==> src/rtl/game_period_ctrl.sv <==
// rtl/game_period_ctrl.sv - timed play period, generator gating and symbol display (optional PAUSE_EN adds pauseSig)
module game_period_ctrl #(
    parameter int              PERIOD_SECS = 15,
    parameter int              GUARD_SECS  = 1,
    parameter int              NUM_DIGITS  = 4,
    parameter int              SYM_W       = 8,
    parameter int              CNT_W       = 8,
    parameter logic [SYM_W-1:0] BLANK      = {SYM_W{1'b1}}
) (
    input  logic                        Clk100M,
    input  logic                        Rst_n,
    input  logic                        tick1Hz,
    input  logic                        gameSig,
    input  logic                        abortSig,
`ifdef PAUSE_EN
    input  logic                        pauseSig,
`endif
    input  logic                        symValid,
    input  logic                        symSpecial,
    input  logic [SYM_W-1:0]            symData,
    output logic                        genEnable,
    output logic                        startGen,
    output logic                        stopGen,
    output logic                        answerSig,
    output logic                        busy,
    output logic [7:0]                  secsLeft,
    output logic [CNT_W-1:0]            numSpecial,
    output logic [NUM_DIGITS*SYM_W-1:0] gameSegs
);
    localparam logic [1:0] S_IDLE   = 2'd0;
    localparam logic [1:0] S_RUN    = 2'd1;
    localparam logic [1:0] S_GUARD  = 2'd2;
    localparam logic [1:0] S_FINISH = 2'd3;

    localparam logic [7:0] PERIOD_V = 8'(PERIOD_SECS);
    localparam logic [7:0] GUARD_V  = 8'(GUARD_SECS);
    localparam logic [NUM_DIGITS*SYM_W-1:0] ALL_BLANK = {NUM_DIGITS{BLANK}};

    logic [1:0]                  state_q, state_d;
    logic [7:0]                  secs_q, secs_d;
    logic [CNT_W-1:0]            cnt_q, cnt_d;
    logic [NUM_DIGITS*SYM_W-1:0] segs_q, segs_d;
    logic                        gen_en_q, gen_en_d;
    logic                        start_q, start_d;
    logic                        stop_q, stop_d;
    logic                        answer_q, answer_d;
    logic                        capture;
    logic                        paused;
    logic                        tick_en;
    logic [7:0]                  secs_dec;

`ifdef PAUSE_EN
    assign paused = pauseSig;
`else
    assign paused = 1'b0;
`endif

    // Ticks are dropped while paused so the count resumes where it froze
    assign tick_en  = tick1Hz & ~paused;
    assign secs_dec = secs_q - 8'd1;

    always_comb begin
        state_d  = state_q;
        secs_d   = secs_q;
        cnt_d    = cnt_q;
        segs_d   = segs_q;
        start_d  = 1'b0;
        stop_d   = 1'b0;
        answer_d = 1'b0;
        capture  = 1'b0;
        case (state_q)
            S_IDLE: begin
                if (gameSig) begin
                    state_d = S_RUN;
                    start_d = 1'b1;
                    secs_d  = PERIOD_V;
                    cnt_d   = '0;
                    segs_d  = ALL_BLANK;
                end
            end
            S_RUN, S_GUARD: begin
                if (abortSig) begin
                    state_d = S_IDLE;
                    stop_d  = 1'b1;
                    secs_d  = 8'd0;
                end else begin
                    capture = 1'b1;
                    if (tick_en) begin
                        secs_d = secs_dec;
                        if (secs_dec == 8'd0) begin
                            state_d  = S_FINISH;
                            stop_d   = 1'b1;
                            answer_d = 1'b1;
                        end else if (state_q == S_RUN && secs_dec == GUARD_V) begin
                            state_d = S_GUARD;
                        end
                    end
                end
            end
            default: state_d = S_IDLE;
        endcase
        if (capture && symValid) begin
            segs_d[SYM_W-1:0] = symData;
            for (int i = 1; i < NUM_DIGITS; i++)
                segs_d[i*SYM_W +: SYM_W] = segs_q[(i-1)*SYM_W +: SYM_W];
            if (symSpecial)
                cnt_d = cnt_q + CNT_W'(1);
        end
    end

    assign gen_en_d = (state_d == S_RUN) && !paused;

    always_ff @(posedge Clk100M or negedge Rst_n) begin
        if (!Rst_n) begin
            state_q  <= S_IDLE;
            secs_q   <= 8'd0;
            cnt_q    <= '0;
            segs_q   <= ALL_BLANK;
            gen_en_q <= 1'b0;
            start_q  <= 1'b0;
            stop_q   <= 1'b0;
            answer_q <= 1'b0;
        end else begin
            state_q  <= state_d;
            secs_q   <= secs_d;
            cnt_q    <= cnt_d;
            segs_q   <= segs_d;
            gen_en_q <= gen_en_d;
            start_q  <= start_d;
            stop_q   <= stop_d;
            answer_q <= answer_d;
        end
    end

    assign genEnable  = gen_en_q;
    assign startGen   = start_q;
    assign stopGen    = stop_q;
    assign answerSig  = answer_q;
    assign busy       = (state_q == S_RUN) || (state_q == S_GUARD);
    assign secsLeft   = secs_q;
    assign numSpecial = cnt_q;
    assign gameSegs   = segs_q;
endmodule

==> config.mk <==
export PLATFORM = sky130hd
export DESIGN_NAME = game_period_ctrl
export DESIGN_NICKNAME = d
export VERILOG_FILES = /design/src/rtl/game_period_ctrl.sv
export SDC_FILE = /design/constraint.sdc
export NUM_CORES = 1
export LEC_CHECK = 0
export BUFFER_PORTS_ARGS = -buffer_cell sky130_fd_sc_hd__buf_2
export CORE_ASPECT_RATIO = 1.1
export CORE_MARGIN = 2
export CORE_UTILIZATION = 52
export DETAILED_ROUTE_END_ITERATION = 7
export PLACE_DENSITY = 0.87
export SYNTH_ARGS = -nofsm -noshare
export SYNTH_HDL_FRONTEND = slang
export SYNTH_SLANG_ARGS = --single-unit
==> constraint.sdc <==
create_clock -name Clk100M -period 3.1 [get_ports Clk100M]
set_clock_uncertainty 0.2 [all_clocks]
set_input_delay 0.465 -clock Clk100M [delete_from_list [all_inputs] [get_ports Clk100M]]
set_output_delay 0.465 -clock Clk100M [all_outputs]
set_load 0.01 [all_outputs]
==> results.sh, run 1 <==
export IMPL_cts_hold_buf=0
export IMPL_dpl_instance_area_mm2=0.00294
export IMPL_cts_tree="done"
export IMPL_grt_max_degree=66
export IMPL_start_util_pct=54.5
export IMPL_grt_pass1_vias=1948
export IMPL_fmax_mhz=400
export IMPL_r2r_start="secsLeft[0]"
export IMPL_ys_ff_latch=54
export IMPL_syn_num_nets=307
export IMPL_final_common_cell="buf_2"
export IMPL_nets=369
export IMPL_synth_area_leaders="dfstp_2 (33%), dfrtp_1 (21%), o21ai_1 (9.0%)"
export IMPL_vias_per_cell=5.38
export IMPL_ir_worst_vdd_mv=0.564
export IMPL_cts_resized=0
export IMPL_grt_ovfl_total=0
export IMPL_grt_usage_pct=20.4
export IMPL_slew_headroom_pct=37.7
export IMPL_postLayoutCellArea_mm2=0.00305
export IMPL_clkTransAtPathRegs_ns=0.10
export IMPL_pin_count=68
export IMPL_die_area_mm2=0.00552
export IMPL_totalPowerFinal_mw=2.90
export IMPL_dr_pass1_iters=4
export IMPL_core_rowCount=26
export IMPL_drive_gt1_share_pct=33.0
export IMPL_h_tree_depth=2
export IMPL_io_buffers=67
export IMPL_syn_instance_count=285
export IMPL_ys_seq_area_share_pct=54.2
export IMPL_clockBufferDepth=2
export IMPL_synth_warning_count=0
export IMPL_drt_iter0_markers=156
export IMPL_syn_cell_area_mm2=0.00257
export IMPL_clk_latency_ns=0.30
export IMPL_area_growth_pct=18.6
export IMPL_p_leak_nw=1.38
export IMPL_cp_max_fo=8
export IMPL_setup_slack_ns=0.600
export IMPL_worstSetupPathType="flop to flop"
export IMPL_synth_area_leader_cell="dfstp_2"
export IMPL_hold_violations=0
export IMPL_gp_congestion=0.808
export IMPL_slew_violations=0
export IMPL_worst_endpoint_required_ns=3.15
export IMPL_diodes=0
export IMPL_r2r_end="state_q[1]"
export IMPL_fin_crit_sh_pct=80.7
export IMPL_cp_arrival_ns=2.55
export IMPL_regArea_mm2=0.00139
export IMPL_rsz0062_at_grt="no"
export IMPL_fin_tns_setup_ns=0
export IMPL_nFillCells=392
export IMPL_multi_input_area_mm2=0.00110
export IMPL_synth_top_area_share_pct=32.7
export IMPL_cts_buffers=5
export IMPL_status="completed"
export IMPL_p_per_area_mw_per_mm2=953
export IMPL_grt_pass1_wl_mm=9.05
export IMPL_drc=0
export IMPL_synth_avg_cell_area_um2=9.01
export IMPL_worstMarginPinSlew_ns=0.934
export IMPL_place_hpwl_mm=3.77
export IMPL_vias=2175
export IMPL_synth_cell_type_count=37
export IMPL_preCtsSetupSlack_ns=0.612
export IMPL_core_area_mm2=0.00472
export IMPL_antenna_found_initial=0
export IMPL_end_kind="flop"
export IMPL_post_cts_buffers=0
export IMPL_clock_sinks=54
export IMPL_ant_nets=0
export IMPL_min_period_ns=2.50
export IMPL_setup_viol=0
export IMPL_wl_mm=5.39
export IMPL_min_path_type="primary input to async pin"
export IMPL_cp_start_kind="flop"
export IMPL_wl_per_cell_um=13.3
export IMPL_mostFrequentLayoutCells="buf_2 (67), nand2_1 (48), o21ai_1 (46)"
export IMPL_r2r_setup_slack_ns=0.60
export IMPL_reg2reg_depth=7
export IMPL_cts_root_buf="clkbuf_8"
export IMPL_cap_violations=0
export IMPL_die_x_um=71.0
export IMPL_die_h_um=77.7
==> logic make-up (layout without fill, tap and decap cells) <==
| family | after synthesis | in the layout | synth area share, % |
|---|---|---|---|
| fa+ha+maj | 7 | 7 | 3.41 |
| compound gates | 78 | 78 | 17.4 |
| simple gates | 125 | 125 | 21.7 |
| buf+inv | 20 | 83 | 2.92 |
| xor+xnor | 1 | 1 | 0.341 |
| flops | 54 | 54 | 54.2 |
==> sequential cells by signal, summed over array words and instances, names as in the netlist <==
| register | count |
|---|---|
| numSpecial | 8 |
| gameSegs | 32 |
| state_q | 2 |
| answerSig | 1 |
| stopGen | 1 |
| genEnable | 1 |
| secsLeft | 8 |
| startGen | 1 |
==> worst max-delay path: stages (launching register included) <==
cell and delay [ns]:
dfrtp_1 0.46, inv_1 0.13, ha_1 0.22, nor3b_1 0.31, xor2_1 0.13, or4b_1 0.58, o31ai_2 0.27, and2b_1 0.15
==> cells in the mapped netlist, drive strengths merged <==
master / number
dfstp: 32
and2: 3
inv: 6
and2b: 1
a22o: 5
and3: 4
clkbuf: 9
nor3: 3
o41ai: 1
and3b: 1
nand2b: 4
or4b: 1
o21a: 1
nor4: 2
ha: 7
a31oi: 2
o21ai: 58
o31ai: 5
o211ai: 1
nor4b: 1
a21oi: 4
xor2: 1
nor2b: 2
nand2: 48
nor2: 41
or2: 1
o221a: 1
dfrtp: 22
or4: 1
nor3b: 1
nand3: 11
buf: 5
==> through the flow <==
stage               std cells  utilization, %  hold slack (ns)
finish                    404            64.6           0.0893
detailed placement        396            62.3            0.261
floorplan                 285               -          -0.0306
global route              404            64.6            0.135
global placement          396            62.3            0.256
CTS                       404            64.6            0.114
==> worst max-delay path by stage <==
stage	start	endpoint	slack, ns	depth (start not counted)
after floorplan	secsLeft[0]	state_q[1]	0.76	7
after global placement	secsLeft[0]	state_q[1]	0.71	7
after detailed placement	secsLeft[0]	state_q[1]	0.61	7
after CTS	secsLeft[0]	state_q[1]	0.61	7
after global routing	secsLeft[0]	genEnable	0.43	7
final	secsLeft[0]	state_q[1]	0.60	7
==> power by group <==
group,internal (mW),switching (mW)
clock,0.210,0.235
combinational,0.467,0.690
sequential,1.09,0.210
total,1.77,1.14
==> metal layers <==
layer	vias to the layer above	GRT usage [%]	share of wire (%)
met1	1003	26.5	44
met5	-	0	0
met4	0	7.74	1.1
met3	7	3.90	5.3
met2	63	33.6	49
li1	1102	-	-
==> final cells by class <==
class	count	area share [%]
clock buffers	6	3.08
well taps	56	2.30
flip-flops and latches	54	45.7
clock inverters	2	0.452
inverters	6	0.740
repair buffers	69	11.5
multi-input cells	211	36.2
No activity file was read; power rests on OpenSTA's default activity.
==> inputs of run 2 (changes only) <==
- ABC_AREA: unset -> 1
- CORE_UTILIZATION: 52 -> 48
- PLACE_DENSITY: 0.87 -> 0.84
- clock period: 3.1 -> 2.2 ns (I/O delays scaled with it)
==> run 2 against run 1 <==
Global-route usage decreased by 0.34 points. Utilization decreased by 4.6 points. Die area increased by 12%. Synthesized area increased by 3.7%. Setup slack got worse by 0.44 ns. Synthesized cell count decreased by 1.4%. Power increased by 6.3%. Critical endpoint is now gameSegs[20]. Highest routed layer unchanged.
==> results.sh, run 2 <==
export IMPL_synth_warning_count=0
export IMPL_crit_path_max_incr_delay_ns=0.41
export IMPL_ys_async_sr_fraction_pct=100
export IMPL_synth_cell_type_count=33
export IMPL_syn_instance_count=281
export IMPL_end_kind="flop"
export IMPL_cp_slowest_cell="dfrtp_1"
export IMPL_worst_endpoint_required_ns=2.24
export IMPL_p_per_area_mw_per_mm2=961
export IMPL_h_tree_depth=2
export IMPL_grt_max_degree=35
export IMPL_antenna_found_initial=0
export IMPL_fin_tns_setup_ns=0
export IMPL_core_rowCount=28
export IMPL_setup_viol=0
export IMPL_ys_seq_area_share_pct=52.2
export IMPL_cts_tree="done"
export IMPL_grt_pass1_wl_mm=9.48
export IMPL_hold_violations=0
export IMPL_cts_root_buf="clkbuf_8"
export IMPL_die_h_um=82.1
export IMPL_synthTopCellsByCount="inv_1 (47), nand2_1 (34), dfstp_2 (32)"
export IMPL_cap_violations=0
export IMPL_synth_avg_cell_area_um2=9.48
export IMPL_area_growth_pct=20.6
export IMPL_core_area_mm2=0.00536
export IMPL_fmax_mhz=491
export IMPL_multi_input_area_mm2=0.00102
export IMPL_wl_mm=5.71
export IMPL_pin_count=68
export IMPL_grt_pass1_vias=2137
export IMPL_min_path_type="primary input to flop"
export IMPL_worstMarginPinSlew_ns=0.501
export IMPL_rsz0062_at_grt="no"
export IMPL_ys_flop_type="dfstp_2"
export IMPL_largest_reg_flops=32
export IMPL_p_leak_nw=1.65
export IMPL_dr_pass1_iters=4
export IMPL_synth_area_leader_cell="dfstp_2"
export IMPL_gp_congestion=0.854
export IMPL_grt_ovfl_total=0
export IMPL_clock_sinks=54
export IMPL_wl_per_cell_um=13.1
export IMPL_slew_violations=0
export IMPL_cp_start_kind="flop"
export IMPL_worstSetupPathType="flop to flop"
export IMPL_syn_num_nets=303
export IMPL_cp_arrival_ns=2.08
export IMPL_synth_top_area_share_pct=31.6
export IMPL_status="completed"
export IMPL_synth_area_leaders="dfstp_2 (32%), dfrtp_1 (21%), inv_1 (6.6%)"
export IMPL_start_util_pct=49.7
export IMPL_ant_nets=0
export IMPL_ys_ff_latch=54
export IMPL_final_core_util_pct=59.9
export IMPL_grt_usage_pct=20.0
export IMPL_min_period_ns=2.04
export IMPL_clkTransAtPathRegs_ns=0.10
export IMPL_final_common_cell="buf_2"
export IMPL_ir_worst_vdd_mv=0.539
export IMPL_vias_per_cell=4.92
export IMPL_syn_cell_area_mm2=0.00266
export IMPL_synth_enable_flop_cells=0
export IMPL_vias=2135
export IMPL_mostFrequentLayoutCells="buf_2 (67), inv_1 (47), nand2_1 (34)"
export IMPL_place_hpwl_mm=4.36
export IMPL_slew_headroom_pct=66.6
export IMPL_regArea_mm2=0.00139
export IMPL_fin_crit_sh_pct=92.6
export IMPL_drive_gt1_share_pct=42.1
export IMPL_die_area_mm2=0.00616
export IMPL_drt_iter0_markers=114
export IMPL_nFillCells=501
export IMPL_cts_buffers=5
export IMPL_synth_most_common_cell="inv_1"
export IMPL_path_cells="inv_1 > ha_1 > inv_2 > nor2_4 > nand2_2 > nand2_8 > inv_4 > buf_4 > a22oi_2"
export IMPL_diodes=0
export IMPL_io_buffers=67
export IMPL_nets=380
export IMPL_totalPowerFinal_mw=3.09
export IMPL_clk_latency_ns=0.31
export IMPL_cp_max_fo=19
export IMPL_drc=0
export IMPL_clockBufferDepth=2
export IMPL_r2r_setup_slack_ns=0.16
export IMPL_die_x_um=75.0
==> run 2: cell types whose count changed in the layout (fill, tap and decap cells not counted), sizes merged, moves of 4 or more <==
cell | previous run | this run
inv | 7 | 55
o31ai | 5 | 0
nand2 | 48 | 39
a22oi | 0 | 16
a21oi | 4 | 25
nand3 | 11 | 16
nand2b | 4 | 0
o21ai | 58 | 15
a22o | 5 | 0
buf | 69 | 74
==> run 2: critical path, delay by kind of cell, from the launching register on <==
kind	cells	cell delay [ns]
AOI/OAI and AO/OA	1	0.07
adders and majority gates	1	0.34
buffers and inverters	4	0.60
DFF	1	0.41
and+or+nand+nor	3	0.34
==> run 2: power breakdown <==
group,leakage [nW],internal (mW),switching (mW)
logic,0.978,0.406,0.739
registers,0.623,1.23,0.129
clock network,0.0491,0.232,0.346
==> run 2: metal layers <==
metal  vias to the layer above  global-route usage, %  routed length [um]
met5                         -                      0                   0
met4                         0                   6.96                  70
met3                         8                   4.00                 357
met2                        61                   34.1                2750
met1                      1007                   25.2                2530
li1                       1059                      -                   -
==> run 2: cells by family after synthesis <==
kind of cell               after synthesis  synth area share [%]
and+or+nand+nor                        101                  18.6
AOI/OAI and AO/OA                       59                  15.7
buffers and inverters                   58                  9.39
DFF                                     54                  52.2
adders and majority gates                7                  3.29
xor gates and xnor gates                 1                 0.329
muxes                                    1                 0.376
==> run 2: what timing repair did <==
| item | CTS | global route |
|---|---|---|
| gates resized for setup | 0 | 0 |
| setup endpoints to repair | 0 | 0 |
| buffers inserted | 0 | 0 |
| hold buffers | 1 | 0 |
| endpoints found under the hold margin | 15 | 0 |
==> run 2: final timing paths <==
| path | startpoint | endpoint | cells past startpoint |
|---|---|---|---|
| setup / recovery | state_q[0] | gameSegs[20] | 9 |
| hold / removal | symData[4] | gameSegs[4] | 3 |
| setup reg to reg | state_q[0] | gameSegs[20] | 9 |
| hold reg to reg | gameSegs[2] | gameSegs[2] | 2 |
| max in group asynchronous | Rst_n | gameSegs[22] | 3 |
| min in group asynchronous | Rst_n | secsLeft[0] | 2 |
==> run 2: final cells by class <==
cell class,instances,share of cell area (%)
clock buffer,5,2.14
multi-input combinational,169,31.8
clock inverter,3,0.740
inverter,53,6.27
sequential,54,43.3
timing repair buffer,75,12.8
tap,75,2.92
==> run 2: stage by stage <==
step | hold WS, ns | area, um^2 | setup slack [ns] | instances
after floorplan | -0.166 | 2660 | 0.259 | 281
after global placement | 0.123 | 3110 | 0.242 | 425
after detailed placement | 0.128 | 3110 | 0.169 | 425
after CTS | 0.0406 | 3210 | 0.151 | 434
after global routing | 0.0470 | 3210 | 0.00622 | 434
final | 0.0494 | 3210 | 0.163 | 434
